## src/rtl/mux_scan_ctrl.sv

```systemverilog
// Scan sequencer for a 4-to-1 mux: walks the enabled channels, dwells on each,
// samples the mux output and publishes a 4-bit result word with valid/ack.
module mux_scan_ctrl #(
  parameter int DWELL = 2
) (
  input  logic       clk,
  input  logic       rst_n,
  input  logic       start,
  input  logic       continuous,
  input  logic [3:0] ch_mask,
  input  logic       mux_out,
  output logic [1:0] select,
  output logic [3:0] result,
  output logic       result_valid,
  input  logic       result_ack,
  output logic       busy,
  output logic       overrun
);

  localparam int CW = (DWELL > 1) ? $clog2(DWELL) : 1;
  localparam logic [CW-1:0] CNT_INIT = CW'(DWELL - 1);
  localparam logic [CW-1:0] CNT_ONE  = CW'(1);

  typedef enum logic [1:0] {IDLE, SCAN, DONE} state_t;

  state_t        state_reg, state_next;
  logic [1:0]    select_reg, select_next;
  logic [CW-1:0] cnt_reg, cnt_next;
  logic [3:0]    mask_reg, mask_next;
  logic [3:0]    shadow_reg, shadow_next;
  logic [3:0]    result_reg, result_next;
  logic          valid_reg, valid_next;
  logic          overrun_reg, overrun_next;
  logic [2:0]    adv;

  function automatic logic [1:0] lowest_ch(input logic [3:0] m);
    lowest_ch = 2'd0;
    for (int i = 3; i >= 0; i--)
      if (m[i]) lowest_ch = 2'(i);
  endfunction

  // {found, channel} of the lowest enabled channel strictly above cur
  function automatic logic [2:0] next_ch(input logic [3:0] m, input logic [1:0] cur);
    next_ch = 3'b000;
    for (int i = 3; i >= 0; i--)
      if (m[i] && (i > int'(cur))) next_ch = {1'b1, 2'(i)};
  endfunction

  assign adv = next_ch(mask_reg, select_reg);

  always_ff @(posedge clk or negedge rst_n) begin
    if (!rst_n) begin
      state_reg   <= IDLE;
      select_reg  <= 2'd0;
      cnt_reg     <= '0;
      mask_reg    <= 4'd0;
      shadow_reg  <= 4'd0;
      result_reg  <= 4'd0;
      valid_reg   <= 1'b0;
      overrun_reg <= 1'b0;
    end else begin
      state_reg   <= state_next;
      select_reg  <= select_next;
      cnt_reg     <= cnt_next;
      mask_reg    <= mask_next;
      shadow_reg  <= shadow_next;
      result_reg  <= result_next;
      valid_reg   <= valid_next;
      overrun_reg <= overrun_next;
    end
  end

  always_comb begin
    state_next   = state_reg;
    select_next  = select_reg;
    cnt_next     = cnt_reg;
    mask_next    = mask_reg;
    shadow_next  = shadow_reg;
    result_next  = result_reg;
    valid_next   = valid_reg;
    overrun_next = overrun_reg;

    if (valid_reg && result_ack) begin
      valid_next   = 1'b0;
      overrun_next = 1'b0;
    end

    case (state_reg)
      IDLE: begin
        if (start && (ch_mask != 4'd0)) begin
          mask_next   = ch_mask;
          select_next = lowest_ch(ch_mask);
          cnt_next    = CNT_INIT;
          state_next  = SCAN;
        end
      end
      SCAN: begin
        if (cnt_reg != '0) begin
          cnt_next = cnt_reg - CNT_ONE;
        end else begin
          shadow_next[select_reg] = mux_out;
          if (adv[2]) begin
            select_next = adv[1:0];
            cnt_next    = CNT_INIT;
          end else begin
            state_next = DONE;
          end
        end
      end
      DONE: begin
        // A load coinciding with an ack wins: valid stays set, no overrun.
        result_next = shadow_reg & mask_reg;
        valid_next  = 1'b1;
        if (valid_reg && !result_ack) overrun_next = 1'b1;
        if (continuous && (ch_mask != 4'd0)) begin
          mask_next   = ch_mask;
          select_next = lowest_ch(ch_mask);
          cnt_next    = CNT_INIT;
          state_next  = SCAN;
        end else begin
          state_next = IDLE;
        end
      end
      default: state_next = IDLE;
    endcase
  end

  assign select       = select_reg;
  assign result       = result_reg;
  assign result_valid = valid_reg;
  assign overrun      = overrun_reg;
  assign busy         = (state_reg != IDLE);

endmodule

```

## config.mk

```make
export PLATFORM = sky130hd
export DESIGN_NAME = mux_scan_ctrl
export DESIGN_NICKNAME = d
export VERILOG_FILES = /design/src/rtl/mux_scan_ctrl.sv
export SDC_FILE = /design/constraint.sdc
export NUM_CORES = 1
export LEC_CHECK = 0
export CAP_MARGIN = 20
export CORE_MARGIN = 2
export CORE_UTILIZATION = 45
export DETAILED_ROUTE_END_ITERATION = 10
export GPL_TIMING_DRIVEN = 1
export PLACE_DENSITY = 0.83
export SYNTH_ARGS = -nofsm -noshare
export SYNTH_HDL_FRONTEND = slang
export SYNTH_SLANG_ARGS = --single-unit
```

## constraint.sdc

```tcl
create_clock -name clk -period 3 [get_ports clk]
set_input_delay 0.3 -clock clk [delete_from_list [all_inputs] [get_ports clk]]
set_output_delay 0.3 -clock clk [all_outputs]
set_load 0.005 [all_outputs]
```

==> out/results.tsv <==
metric	value	unit
ant_nets	0	
firstDrtPassIters	4	
ctsResizeCount	0	
start_kind	flop	
wl_per_cell	14.0	um
synth_edf_count	0	
yosysWarnings	0	
synthTopCellsByArea	dfrtp_1 (49%), mux2_2 (8.2%), nand2_1 (4.7%)	
fin_crit	1.83	ns
max_slew_margin	44.3	%
peakVddDrop	0.409	mV
syn_area	967	sq um
start_util	48.3	%
ctsRootBufferMaster	clkbuf_4	
htreeDepth	1	
syn_avg_cell_area	10.2	sq um
synth-seq-area-share	49.2	%
outcome	complete, no violations	
drtIter0Drc	23	
synth_cells	95	
grt_usage	16.6	%
grt_use_met3	1.79	%
die_x	50.4	um
hold_viol	0	
grtUsageMet1	23.7	%
fin_skew	0.00853	ns
clk_pin_slew	0.11	ns
crit_type	flop to output pin	
drt_wl_total	1950	um
drive_above_1_share	14.3	%
drv_slew	0	
routed-via-count	761	
setup_viol	0	
post-synth-top-area-cell	dfrtp_1	
worst-path-max-fanout	6	
ios	19	
die_h	50.4	um
setup-tns-final	0	ns
synth-seq-cells	19	
grtUsageMet2	25.9	%
syn_to_final_growth	21.6	%
synth_ff_type	dfrtp_1	
grt_setup_unrepaired	no	
crit_required	2.70	ns
grt_max_degree	20	
p_leak	0.000483	uW
drv_cap	0	
fmax	0.545	GHz
synthArstFlopShare	100	%
synth_cell_type_count	33	
rrSetupSlack	1.26	ns
power.density	1000	mW/mm^2
grt_pass1_vias	665	
clkLatencyLatePin	0.31	ns
antenna_found_initial	0	
min_path_type	primary input to asynchronous set/reset pin	
tightest_slew	0.833	ns
end_kind	output pin	
cts_buffer_depth	2	
io_buffer_count	18	
nets	123	
postCtsHoldBufs	0	
grt_pass1_wl	3130	um
top_usage_layer	met2	
finalCritPeriodShare	61.2	%
clock_sinks	19	
cts_buffers	3	
num_rows	16	
dpl.hpwl	1490	um
arrival	1.53	ns
p_total	1180	uW
synth.top_cell.area_share	49.2	%
cts_setup_buffers	0	
overflow	0	
diodes	0	
reg2reg_depth	4	
gp_congestion	0.762	
vias_per_cell	5.47	
drc	0	
cts_tree	built	
syn_nets	105	
fp.dieArea	0.00254	sq mm
core	0.00200	sq mm
[metrics by stage]
step	area, sq um	hold slack, ns	setup slack (ns)	instances	util, %
3_5_place_dp	1150	0.481	1.01	135	57.4
2_1_floorplan	967	0.00441	1.52	95	-
6_report	1180	0.458	1.17	139	58.8
5_1_grt	1180	0.514	1.12	139	58.8
3_3_place_gp	1150	0.456	1.09	135	57.4
4_1_cts	1180	0.487	1.16	139	58.8
[final cells by class]
type | count | area, sq um
multi-input combinational | 68 | 448
sequential | 19 | 475
fill | 194 | 826
tap | 27 | 33.8
timing repair buffer | 18 | 180
inverter | 3 | 11.3
clock inverter | 1 | 5.00
clock buffer | 3 | 22.5
[synthesized netlist by cell type (2+ instances only)]
cell / n
nor4_1: 3
dfrtp_1: 19
inv_1: 3
nand2_1: 12
nor2_1: 9
nor3_2: 2
o21ai_0: 8
nand2b_1: 3
buf_2: 2
o21bai_1: 2
a21oi_1: 4
mux2_2: 7
[power by group]
group / switching, uW / internal [uW] / total [uW] / leakage (uW)
registers: 141 / 374 / 515 / 0.000235
logic: 236 / 292 / 528 / 0.000230
clock network: 82.6 / 49.8 / 132 / 0.0000177
total: 460 / 716 / 1180 / 0.000483
[critical path: stages, from the launching register on]
cell and delay, ns:
dfrtp_1 0.47, or2_2 0.32, clkdlybuf4s50_1 0.44
[final timing paths]
kind	end	startpoint
worst max-delay path	busy	state_reg[0]
worst min-delay path	result[2]	rst_n
worst max register to register	select[0]	state_reg[1]
worst min register to register	flop	result_valid
max in group asynchronous	result[1]	rst_n
min in group clk	flop	result_valid
[metal layers]
layer  up-vias  share of wire (%)
met5         -                  0
met4         0                1.6
met3         4                5.0
met2        24                 49
met1       361                 44
li1        372                  -
[cells by family (layout without fill, tap and decap cells)]
| kind of cell | count (synthesis) | in the layout | share of synthesized area (%) |
|---|---|---|---|
| simple gates | 37 | 37 | 21.2 |
| compound gates | 22 | 22 | 14.4 |
| flops | 19 | 19 | 49.2 |
| mux | 9 | 9 | 10.7 |
| buf+inv | 8 | 25 | 4.53 |
[cells in the final DEF, fill, tap and decap left out, types with 2 or more instances in the layout]
cell type / instances
nor3_2: 2
a21oi_1: 4
inv_1: 3
nand2b_1: 3
nor4_1: 3
o21ai_0: 8
dfrtp_1: 19
mux2_2: 7
clkdlybuf4s50_1: 18
nor2_1: 9
clkbuf_4: 3
o21bai_1: 2
nand2_1: 12
Note: power is estimated with default switching activity, not from simulation.
==> edit, RTL diff (same settings) <==
The parameter `DWELL` goes from 2 to 1.
--- a/src/rtl/mux_scan_ctrl.sv
+++ b/src/rtl/mux_scan_ctrl.sv
@@ -1,7 +1,7 @@
 // Scan sequencer for a 4-to-1 mux: walks the enabled channels, dwells on each,
 // samples the mux output and publishes a 4-bit result word with valid/ack.
 module mux_scan_ctrl #(
-  parameter int DWELL = 2
+  parameter int DWELL = 1
 ) (
   input  logic       clk,
   input  logic       rst_n,
Check against the original RTL: not equivalent (Yosys sat finds a counterexample within 4 cycles, from zero or initial values and one cycle with rst_n low).
==> edit against the unedited design <==
First-iteration DRC count decreased by 52%; register-to-register slack improved by 30 ps; worst setup slack improved by 23 ps; routed wire length decreased by 18%; total power decreased by 12%; critical path type unchanged; synthesized area decreased by 12%; sequential cell count decreased by 1; worst hold slack improved by 10 ps; utilization increased by 2.8 points; clock skew decreased by 3.5 ps; design area decreased by 8.7%; via count decreased by 17%.
==> edit: results (changes against the unedited design) <==
| Metric | Value |
|---|---|
| Status | `finished clean` |
| Sequential area share after synthesis | `52.94% (+3.8 points)` |
| RD Place Congestion | `0.8054 (+5.8%)` |
| Post-synthesis xor/xnor area fraction | `0% (unchanged)` |
| DR iter-0 viols | `11 (-52%)` |
| Initial antenna violation count | `0 (unchanged)` |
| Post-CTS Setup Inserts | `0 (unchanged)` |
| DP Area | `1051 sq um (-8.5%)` |
| WL per Instance | `13.54 um (-3.2%)` |
| Sw Pwr | `0.0003542 W (-23%)` |
| R2R setup slack | `1290 ps (+30 ps)` |
| Internal | `0.0006820 W (-4.8%)` |
| Synth top area cells | `dfrtp_1 (53%), mux2_2 (7.9%), nand2_1 (4.9%), nand3_1 (2.9%), mux2_1 (2.6%)` |
| Final Skew | `5.009 ps (-3.521 ps)` |
| Post-synthesis mux area share | `14.71% (+4.0 points)` |
| Max layer used | `met4` |
| Post-Synth Adder-Cell Area | `0% (unchanged)` |
| Max H-tree Level | `1 (unchanged)` |
| Skew-Pair Late Insertion Delay | `280 ps (-30 ps)` |
| GRT Overall Usage | `18.09% (+1.4 points)` |
| Final #Nets | `105 (-15%)` |
| Clock Tree Buf Depth | `2 (unchanged)` |
| Post-cts sizing count | `0 (unchanged)` |
| Async SR Flop Fraction | `100.0% (unchanged)` |
| FF-to-FF Start | `select[1]$_DFFE_PN0P_` |
| Vias post-DR | `634 (-17%)` |
| IO Port Bufs | `18 (unchanged)` |
| Syn nets | `83 (-21%)` |
| DR WL met3 | `47 um (-52%)` |
| Critical path's top delay family | `flip-flops` |
| Reg clk slew, reported paths | `around 100 ps` |
| Syn. warnings | `0 (unchanged)` |
| First-pass GRT wire length | `2.780 mm (-11%)` |
| Peak supply drop | `493.3 uV (+21%)` |
| Root Buffer | `clkbuf_4` |
| Largest net degree at the start of global routing | `19 (-5.0%)` |
| Synth unique cells | `29 (-12%)` |
| Seq. pwr | `0.000469 W (-8.9%)` |
| Pleak | `0.4555 nW (-5.7%)` |
| Final HPWL DP | `1.257 mm (-15%)` |
| Met2 wire length | `848 um (-11%)` |
| Synth cell count leaders | `dfrtp_1 (18), nand2_1 (11), mux2_2 (6)` |
| TritonCTS Buffers | `3 (unchanged)` |
| Logic pwr share | `43.8% (-1.1 points)` |
| Peak fanout along the critical path | `7 (+1)` |
| Worst r2r dst | `select[0]$_DFFE_PN0P_` |
| Max transition margin | `47.30% (+3.0 points)` |
| Compound-Gate Fraction of Synth Area | `9.559% (-4.8 points)` |
| Fraction of layout cells with a size suffix above 1 | `18.28% (+4.0 points)` |
| Largest stage delay, worst path | `480 ps` |
| DRT Pass-1 Iters | `4 (unchanged)` |
| Wl on met1 | `685 um (-20%)` |
==> edit: cell types whose count changed after synthesis, sizes merged, moves of 2 or more <==
| cell | unedited run | this run |
|---|---|---|
| a21oi | 4 | 2 |
| buf | 4 | 1 |
| inv | 3 | 1 |
| nand3 | 1 | 5 |
| nor2 | 9 | 4 |
| nor4 | 4 | 1 |
| o21ai | 8 | 1 |
==> edit: routing by layer <==
| layer | track usage [%] | vias to the layer above |
|---|---|---|
| met5 | 0 | - |
| met4 | 10.00 | 0 |
| met3 | 2.264 | 4 |
| met2 | 30.54 | 10 |
| met1 | 22.38 | 322 |
| li1 | - | 298 |
==> edit: how the worst max path moves through the flow <==
stage	start	endpoint	slack, ps	depth (start not counted)
4_1_cts	state_reg[0]$_DFFE_PN0P_	busy	1180	2
3_3_place_gp	ch_mask[1]	mask_reg[3]$_DFFE_PN0P_	1210	4
3_5_place_dp	ch_mask[1]	mask_reg[3]$_DFFE_PN0P_	1150	4
5_1_grt	state_reg[0]$_DFFE_PN0P_	busy	1120	2
2_1_floorplan	select[1]$_DFFE_PN0P_	select[0]$_DFFE_PN0P_	1330	5
6_report	state_reg[0]$_DFFE_PN0P_	busy	1190	2
==> edit: metrics by stage <==
| step | setup WS, ps | instances | hold slack [ps] |
|---|---|---|---|
| 2_1_floorplan | 1332 | 73 | 4.409 |
| 3_3_place_gp | 1213 | 115 | 452.9 |
| 3_5_place_dp | 1147 | 115 | 454.6 |
| 4_1_cts | 1178 | 118 | 476.9 |
| 5_1_grt | 1124 | 118 | 506.4 |
| 6_report | 1188 | 118 | 468.2 |
==> edit: area by class of cell <==
class	count	area, sq um
multi-input cells	53	385.4
well taps	25	31.28
flip-flops and latches	18	450.4
repair buffers	18	180.2
inverters	1	3.754
clock buffers	3	22.52
fillers	155	671.9
